--- src/rtl/instr_mem_pkg.sv ---
// Shared types and width helpers for the instruction-memory bank front-end.
package instr_mem_pkg;

  localparam int unsigned BANK_LAT_MIN   = 1;
  localparam int unsigned BANK_LAT_MAX   = 2;
  localparam int unsigned BANK_IDX_MAX_W = 8;

  typedef struct packed {
    logic                      valid;
    logic                      is_rom;
    logic                      hit;
    logic [BANK_IDX_MAX_W-1:0] bank_idx;
    logic                      is_write;
    logic                      err;
  } tag_t;

  function automatic int unsigned bank_idx_w(input int unsigned n);
    return (n > 1) ? $clog2(n) : 1;
  endfunction

  function automatic int unsigned bank_addr_w(input int unsigned size);
    return $clog2(size);
  endfunction

  // Out-of-range latencies are pulled to the nearest legal value.
  function automatic int unsigned lat_legal(input int unsigned lat);
    return (lat < BANK_LAT_MIN) ? BANK_LAT_MIN :
           (lat > BANK_LAT_MAX) ? BANK_LAT_MAX : lat;
  endfunction

endpackage

--- src/rtl/instr_mem_tag_pipe.sv ---
// Fixed-depth shift register of response tags; every stage advances each cycle.
module instr_mem_tag_pipe
  import instr_mem_pkg::*;
#(
  parameter int unsigned STAGES = 1
) (
  input  logic                    clk,
  input  logic                    rst_n,
  input  tag_t                    tag_i,
  output tag_t [STAGES-1:0]       stages_o
);

  always_ff @(posedge clk or negedge rst_n) begin
    if (!rst_n) begin
      stages_o <= '0;
    end else begin
      stages_o[0] <= tag_i;
      for (int i = 1; i < STAGES; i++) stages_o[i] <= stages_o[i-1];
    end
  end

endmodule

--- src/rtl/instr_mem_bank_wrap.sv ---
// Instruction-memory front-end: decodes to NUM_BANKS RAM banks or boot ROM, returns in-order responses.
// Optional last-word read buffer enabled by INSTR_MEM_LAST_WORD_BUF_EN.
module instr_mem_bank_wrap
  import instr_mem_pkg::*;
#(
  parameter int unsigned NUM_BANKS      = 4,
  parameter int unsigned BANK_SIZE      = 8192,
  parameter int unsigned BANK_LAT       = 1,
  parameter int unsigned ROM_ADDR_WIDTH = 8,
  parameter int unsigned DATA_WIDTH     = 32,
  parameter int unsigned ADDR_WIDTH     = $clog2(NUM_BANKS*BANK_SIZE) + 1
) (
  input  logic                              clk,
  input  logic                              rst_n,
  input  logic                              req_i,
  output logic                              gnt_o,
  input  logic [ADDR_WIDTH-1:0]             addr_i,
  input  logic                              we_i,
  input  logic [DATA_WIDTH/8-1:0]           be_i,
  input  logic [DATA_WIDTH-1:0]             wdata_i,
  output logic                              rvalid_o,
  output logic [DATA_WIDTH-1:0]             rdata_o,
  output logic                              err_o,
  output logic [NUM_BANKS-1:0]              bank_en_o,
  output logic [$clog2(BANK_SIZE)-1:0]      bank_addr_o,
  output logic                              bank_we_o,
  output logic [DATA_WIDTH/8-1:0]           bank_be_o,
  output logic [DATA_WIDTH-1:0]             bank_wdata_o,
  input  logic [NUM_BANKS*DATA_WIDTH-1:0]   bank_rdata_i,
  output logic                              rom_en_o,
  output logic [ROM_ADDR_WIDTH-1:0]         rom_addr_o,
  input  logic [DATA_WIDTH-1:0]             rom_rdata_i
);

  localparam int unsigned BAW = bank_addr_w(BANK_SIZE);
  localparam int unsigned BIW = bank_idx_w(NUM_BANKS);
  localparam int unsigned LAT = lat_legal(BANK_LAT);
  localparam int unsigned WAW = ADDR_WIDTH - 2;

  logic                  is_rom, err_req, hit;
  logic [BIW-1:0]        bidx;
  logic [WAW-1:0]        waddr;
  logic [DATA_WIDTH-1:0] rd_word, hit_data;
  tag_t                  tag_in, last;
  tag_t [LAT-1:0]        stages;

  assign is_rom  = addr_i[ADDR_WIDTH-1];
  assign err_req = is_rom & we_i;
  assign waddr   = addr_i[ADDR_WIDTH-1:2];

  if (NUM_BANKS > 1) begin : g_bidx
    assign bidx = addr_i[BAW +: BIW];
  end else begin : g_bidx1
    assign bidx = '0;
  end

  assign gnt_o        = req_i;
  assign bank_addr_o  = addr_i[BAW-1:0];
  assign bank_we_o    = we_i;
  assign bank_be_o    = be_i;
  assign bank_wdata_o = wdata_i;
  assign rom_addr_o   = addr_i[ROM_ADDR_WIDTH+1:2];

  always_comb begin
    bank_en_o = '0;
    rom_en_o  = 1'b0;
    if (req_i && !err_req && !hit) begin
      if (is_rom) rom_en_o = 1'b1;
      else        bank_en_o[bidx] = 1'b1;
    end
  end

  always_comb begin
    tag_in          = '0;
    tag_in.valid    = req_i;
    tag_in.is_rom   = is_rom;
    tag_in.hit      = hit;
    tag_in.bank_idx = BANK_IDX_MAX_W'(bidx);
    tag_in.is_write = we_i;
    tag_in.err      = err_req;
  end

  instr_mem_tag_pipe #(.STAGES(LAT)) u_tag_pipe (
    .clk      (clk),
    .rst_n    (rst_n),
    .tag_i    (tag_in),
    .stages_o (stages)
  );

  assign last     = stages[LAT-1];
  assign rvalid_o = last.valid;
  assign err_o    = last.err;

  // Bank data is sampled from the tag's own bank index, never the current request.
  always_comb begin
    rd_word = rom_rdata_i;
    if (!last.is_rom) begin
      rd_word = '0;
      for (int k = 0; k < NUM_BANKS; k++)
        if (last.bank_idx == BANK_IDX_MAX_W'(k)) rd_word = bank_rdata_i[k*DATA_WIDTH +: DATA_WIDTH];
    end
  end

  always_comb begin
    rdata_o = '0;
    if (last.valid && !last.is_write && !last.err) rdata_o = last.hit ? hit_data : rd_word;
  end

`ifdef INSTR_MEM_LAST_WORD_BUF_EN
  logic                  buf_vld, rd_busy, wr_inv, fill;
  logic [WAW-1:0]        buf_addr;
  logic [DATA_WIDTH-1:0] buf_data;
  logic [LAT-1:0][WAW-1:0] ap;
  logic [LAT-1:0]        stale;

  always_comb begin
    rd_busy = 1'b0;
    for (int i = 0; i < LAT; i++)
      if (stages[i].valid && !stages[i].is_write && !stages[i].err) rd_busy = 1'b1;
  end

  assign hit    = req_i & ~we_i & buf_vld & (buf_addr == waddr) & ~rd_busy;
  assign wr_inv = req_i & we_i & (buf_addr == waddr);
  // A read overtaken by a write to its own word must not refill the buffer with stale data.
  assign fill   = last.valid & ~last.is_write & ~last.err & ~last.hit & ~stale[LAT-1] &
                  ~(req_i & we_i & (ap[LAT-1] == waddr));

  always_ff @(posedge clk or negedge rst_n) begin
    if (!rst_n) begin
      ap    <= '0;
      stale <= '0;
    end else begin
      ap[0]    <= waddr;
      stale[0] <= 1'b0;
      for (int i = 1; i < LAT; i++) begin
        ap[i]    <= ap[i-1];
        stale[i] <= stale[i-1] | (req_i & we_i & (ap[i-1] == waddr));
      end
    end
  end

  always_ff @(posedge clk or negedge rst_n) begin
    if (!rst_n) begin
      buf_vld  <= 1'b0;
      buf_addr <= '0;
      buf_data <= '0;
    end else if (wr_inv) begin
      buf_vld  <= 1'b0;
    end else if (fill) begin
      buf_vld  <= 1'b1;
      buf_addr <= ap[LAT-1];
      buf_data <= rd_word;
    end
  end

  assign hit_data = buf_data;
`else
  assign hit      = 1'b0;
  assign hit_data = '0;
`endif

endmodule

--- config.mk ---
export PLATFORM = sky130hd
export DESIGN_NAME = instr_mem_bank_wrap
export DESIGN_NICKNAME = d
export VERILOG_FILES = /design/src/rtl/instr_mem_pkg.sv /design/src/rtl/instr_mem_tag_pipe.sv /design/src/rtl/instr_mem_bank_wrap.sv
export SDC_FILE = /design/constraint.sdc
export NUM_CORES = 1
export LEC_CHECK = 0
export ABC_AREA = 1
export CELL_PAD_IN_SITES_DETAIL_PLACEMENT = 1
export CELL_PAD_IN_SITES_GLOBAL_PLACEMENT = 1
export CORE_ASPECT_RATIO = 0.5
export CORE_UTILIZATION = 13
export CTS_CLUSTER_SIZE = 12
export DETAILED_ROUTE_END_ITERATION = 8
export PLACE_DENSITY = 0.77
export REMOVE_ABC_BUFFERS = 1
export SYNTH_ARGS = -nofsm -noshare
export SYNTH_HDL_FRONTEND = slang
export SYNTH_SLANG_ARGS = --single-unit
--- constraint.sdc ---
create_clock -name clk -period 1.9 [get_ports clk]
set_clock_uncertainty 0.2 [all_clocks]
set_input_delay 0.38 -clock clk [delete_from_list [all_inputs] [get_ports clk]]
set_output_delay 0.38 -clock clk [all_outputs]
set_load 0.005 [all_outputs]
==> out/qor.tcl <==
set qor(max_cap_viol_count) 0
set qor(number_of_antenna_violations_at_the_first_check_in_global_routing) 0
set qor(final_number_of_max_transition_violations) 0
set qor(power.internal_mw) 1.02
set qor(final-hold-violation-count) 0
set qor(layout.nets) 832
set qor(cts_hold_buf) 0
set qor(detail_route.wl_per_cell_um) 22.4
set qor(place_inst) 815
set qor(crit_type) {register to output pin}
set qor(setup.worst_path.start_class) {register}
set qor(postSynthAreaPerCell_um2) 5.19
set qor(design.die.area_mm2) 0.0179
set qor(cts_tree) {built}
set qor(grt_max_degree) 30
set qor(vias) 3634
set qor(largest_register_by_flop_count) {u_tag_pipe.stages_o}
set qor(synth.top_cells.by_area) {buf_4, nand3_1, nand2_1, dfrtp_1, inv_1}
set qor(power.density_cell_area_mw_per_mm2) 290
set qor(grt_first_pass_wirelength_um) 25100
set qor(drtPass1Iterations) 4
set qor(grt_pass1_vias) 3780
set qor(yosys.area.top_type) {buf_4}
set qor(synth_seq_area_share_pct) 6.66
set qor(netlist.area_leader.share_pct) 20.0
set qor(clock_input_transition_at_the_sequential_cells_of_the_worst_setup_and_hold_paths_ns) 0.03
set qor(critical_path.max_fanout) 7
set qor(timing.fmax_mhz) 454
set qor(timing.slew.headroom_pct) 81.4
set qor(antenna_diodes) 0
set qor(synth.distinct_cells) 19
set qor(power.share.switching_pct) 33.1
set qor(largest_register_ffs) 6
set qor(postRouteAntennaNets) 0
set qor(core_area_mm2) 0.0167
set qor(min-delay-path-class) {input port to asynchronous set/reset pin}
set qor(die_height_um) 95.2
set qor(outcome) {complete, but fails checks}
set qor(end_kind) {output pin}
set qor(clockPowerShare_pct) 22.0
set qor(route.detailed.vias_per_inst) 4.32
set qor(final_cells) 841
set qor(ctsRootBufferMaster) {clkbuf_16}
set qor(failed_checks) {setup timing}
set qor(synth.cell_area_mm2) 0.00226
set qor(gr-total-overflow) 0
set qor(rsz_0062_raised_after_global_routing) {yes}
set qor(port_buffers) 207
set qor(synthToLayoutAreaGrowth_pct) 133
set qor(comb_power_share_pct) 68.4
set qor(power_mw) 1.52
set qor(power_switching_uw) 503
set qor(grt.total_usage_pct) 19.8
set qor(io-pin-count) 314
set qor(seq_power_share_pct) 9.6
set qor(post_route_cells_drive_above_1_share_pct) 35.7
set qor(gpl.final_weighted_congestion) 0.921
set qor(wl_um) 18900
set qor(final_period_minus_worst_setup_slack_ns) 2.20
set qor(cellLeakagePower_nw) 2.47
set qor(clock_sink_count) 6
set qor(count_of_state_elements_after_synthesis) 6
set qor(rows) 33
set qor(cts_buffers) 3
set qor(setup-violations-final) 32
set qor(chipWidth_um) 188
set qor(place_hpwl_um) 14600
set qor(synthesis.instances) 435
set qor(max-vdd-ir-drop_mv) 0.203
set qor(cts_max_level) 1
set qor(violation_count_after_the_first_detailed_routing_iteration) 159
set qor(critical_path_required_ns) 1.32
set qor(start_util_pct) 13.5
set qor(final.period_utilization_pct) 116
set qor(cts-root-to-sink-buffers) 2
set qor(drc) 0
set qor(setup_slack_ns) -0.304
set qor(worst_ep_arrival_ns) 1.62
set qor(synth-warning-count) 0
set qor(top_regs) {u_tag_pipe.stages_o: 6 flops}
set qor(worstMarginPinSlew_ns) 0.278
[layout by cell type (no fill, tap or decap), types with 14 or more instances in the layout]
cell	synthesis	final
a21oi_2	0	17
nand2_2	1	21
nand3_2	0	33
o21ai_0	26	14
clkdlybuf4s50_1	0	164
nand2_1	111	77
buf_6	0	18
or2_4	0	15
inv_1	40	40
buf_2	13	33
nor2_1	20	15
buf_12	0	16
buf_4	60	16
nand3_1	84	49
[layout make-up]
type                    count  area (um2)
fillers                  2032       11400
repair buffers            262        2630
multi-input cells         300        1940
well taps                 227         284
inverters                  43         174
flip-flops and latches      6         153
clock buffers               3        75.1
[timing repair]
item / CTS / global route
pin swaps: 38 / 37
setup buffers: 16 / 1
gates cloned: 6 / 2
resized for setup: 269 / 77
endpoints found under the setup margin: 39 / 37
[cell usage after synthesis]
master,instances
a21oi_1,22
buf_1,8
buf_2,13
buf_4,60
clkbuf_1,6
dfrtp_1,6
inv_1,40
inv_2,3
nand2_1,111
nand2_2,1
nand3_1,84
nor2_1,20
nor2_2,2
nor3b_2,1
nor4_1,4
o21ai_0,26
o21ai_1,6
or2_0,7
or2_2,15
[power by group through the flow]
stage / Combinational [mW] / Clock (mW) / Sequential [mW]
floorplan: 0.221 / 0 / 0.161
global placement: 0.822 / 0 / 0.145
detailed placement: 0.840 / 0 / 0.146
CTS: 0.975 / 0.343 / 0.146
global route: 1.12 / 0.354 / 0.147
finish: 1.04 / 0.335 / 0.146
[per-stage QoR]
| stage | hold slack [ns] | setup WS (ns) | TNS (ns) | util [%] | instance area [um2] |
|---|---|---|---|---|---|
| after floorplan | -0.116 | -0.770 | -21.38 | - | 1690 |
| after global placement | 0.435 | -0.496 | -13.96 | 26.5 | 4410 |
| after detailed placement | 0.434 | -0.533 | -14.77 | 26.5 | 4410 |
| after CTS | 0.208 | -0.261 | -6.67 | 30.1 | 5020 |
| after global routing | 0.216 | -0.352 | -8.72 | 31.5 | 5260 |
| final | 0.200 | -0.304 | -6.75 | 31.5 | 5260 |
[logic make-up (layout without fill, tap and decap cells)]
kind of cell,count (synthesis),in the layout,share of synthesized area [%]
buf+inv,130,308,32.3
flops,6,6,6.66
simple gates,245,246,49.0
compound gates,54,54,12.0
[per-layer routing]
layer	GRT usage, %	up-vias	share of wire [%]
met5	12.9	-	2.1
met2	29.5	193	41
met4	3.70	6	2.6
li1	-	1685	-
met3	17.6	47	17
met1	20.0	1703	37
[final timing paths]
kind,startpoint,to,slack (ns),cells after the start
min in group clk,addr_i[13],u_tag_pipe.stages_o[2],0.24,2
max in group asynchronous,rst_n,u_tag_pipe.stages_o[3],1.06,1
max,u_tag_pipe.stages_o[3],rdata_o[4],-0.30,8
min,rst_n,u_tag_pipe.stages_o[0],0.20,1
[worst max-delay path: stages (launching register included)]
cell and delay [ns]:
dfrtp_2 0.44, buf_6 0.14, nor2_4 0.18, buf_12 0.16, buf_12 0.13, nand2_1 0.06
nand3_1 0.10, a21oi_2 0.06, buf_2 0.12
(Power assumes the default switching activity.)
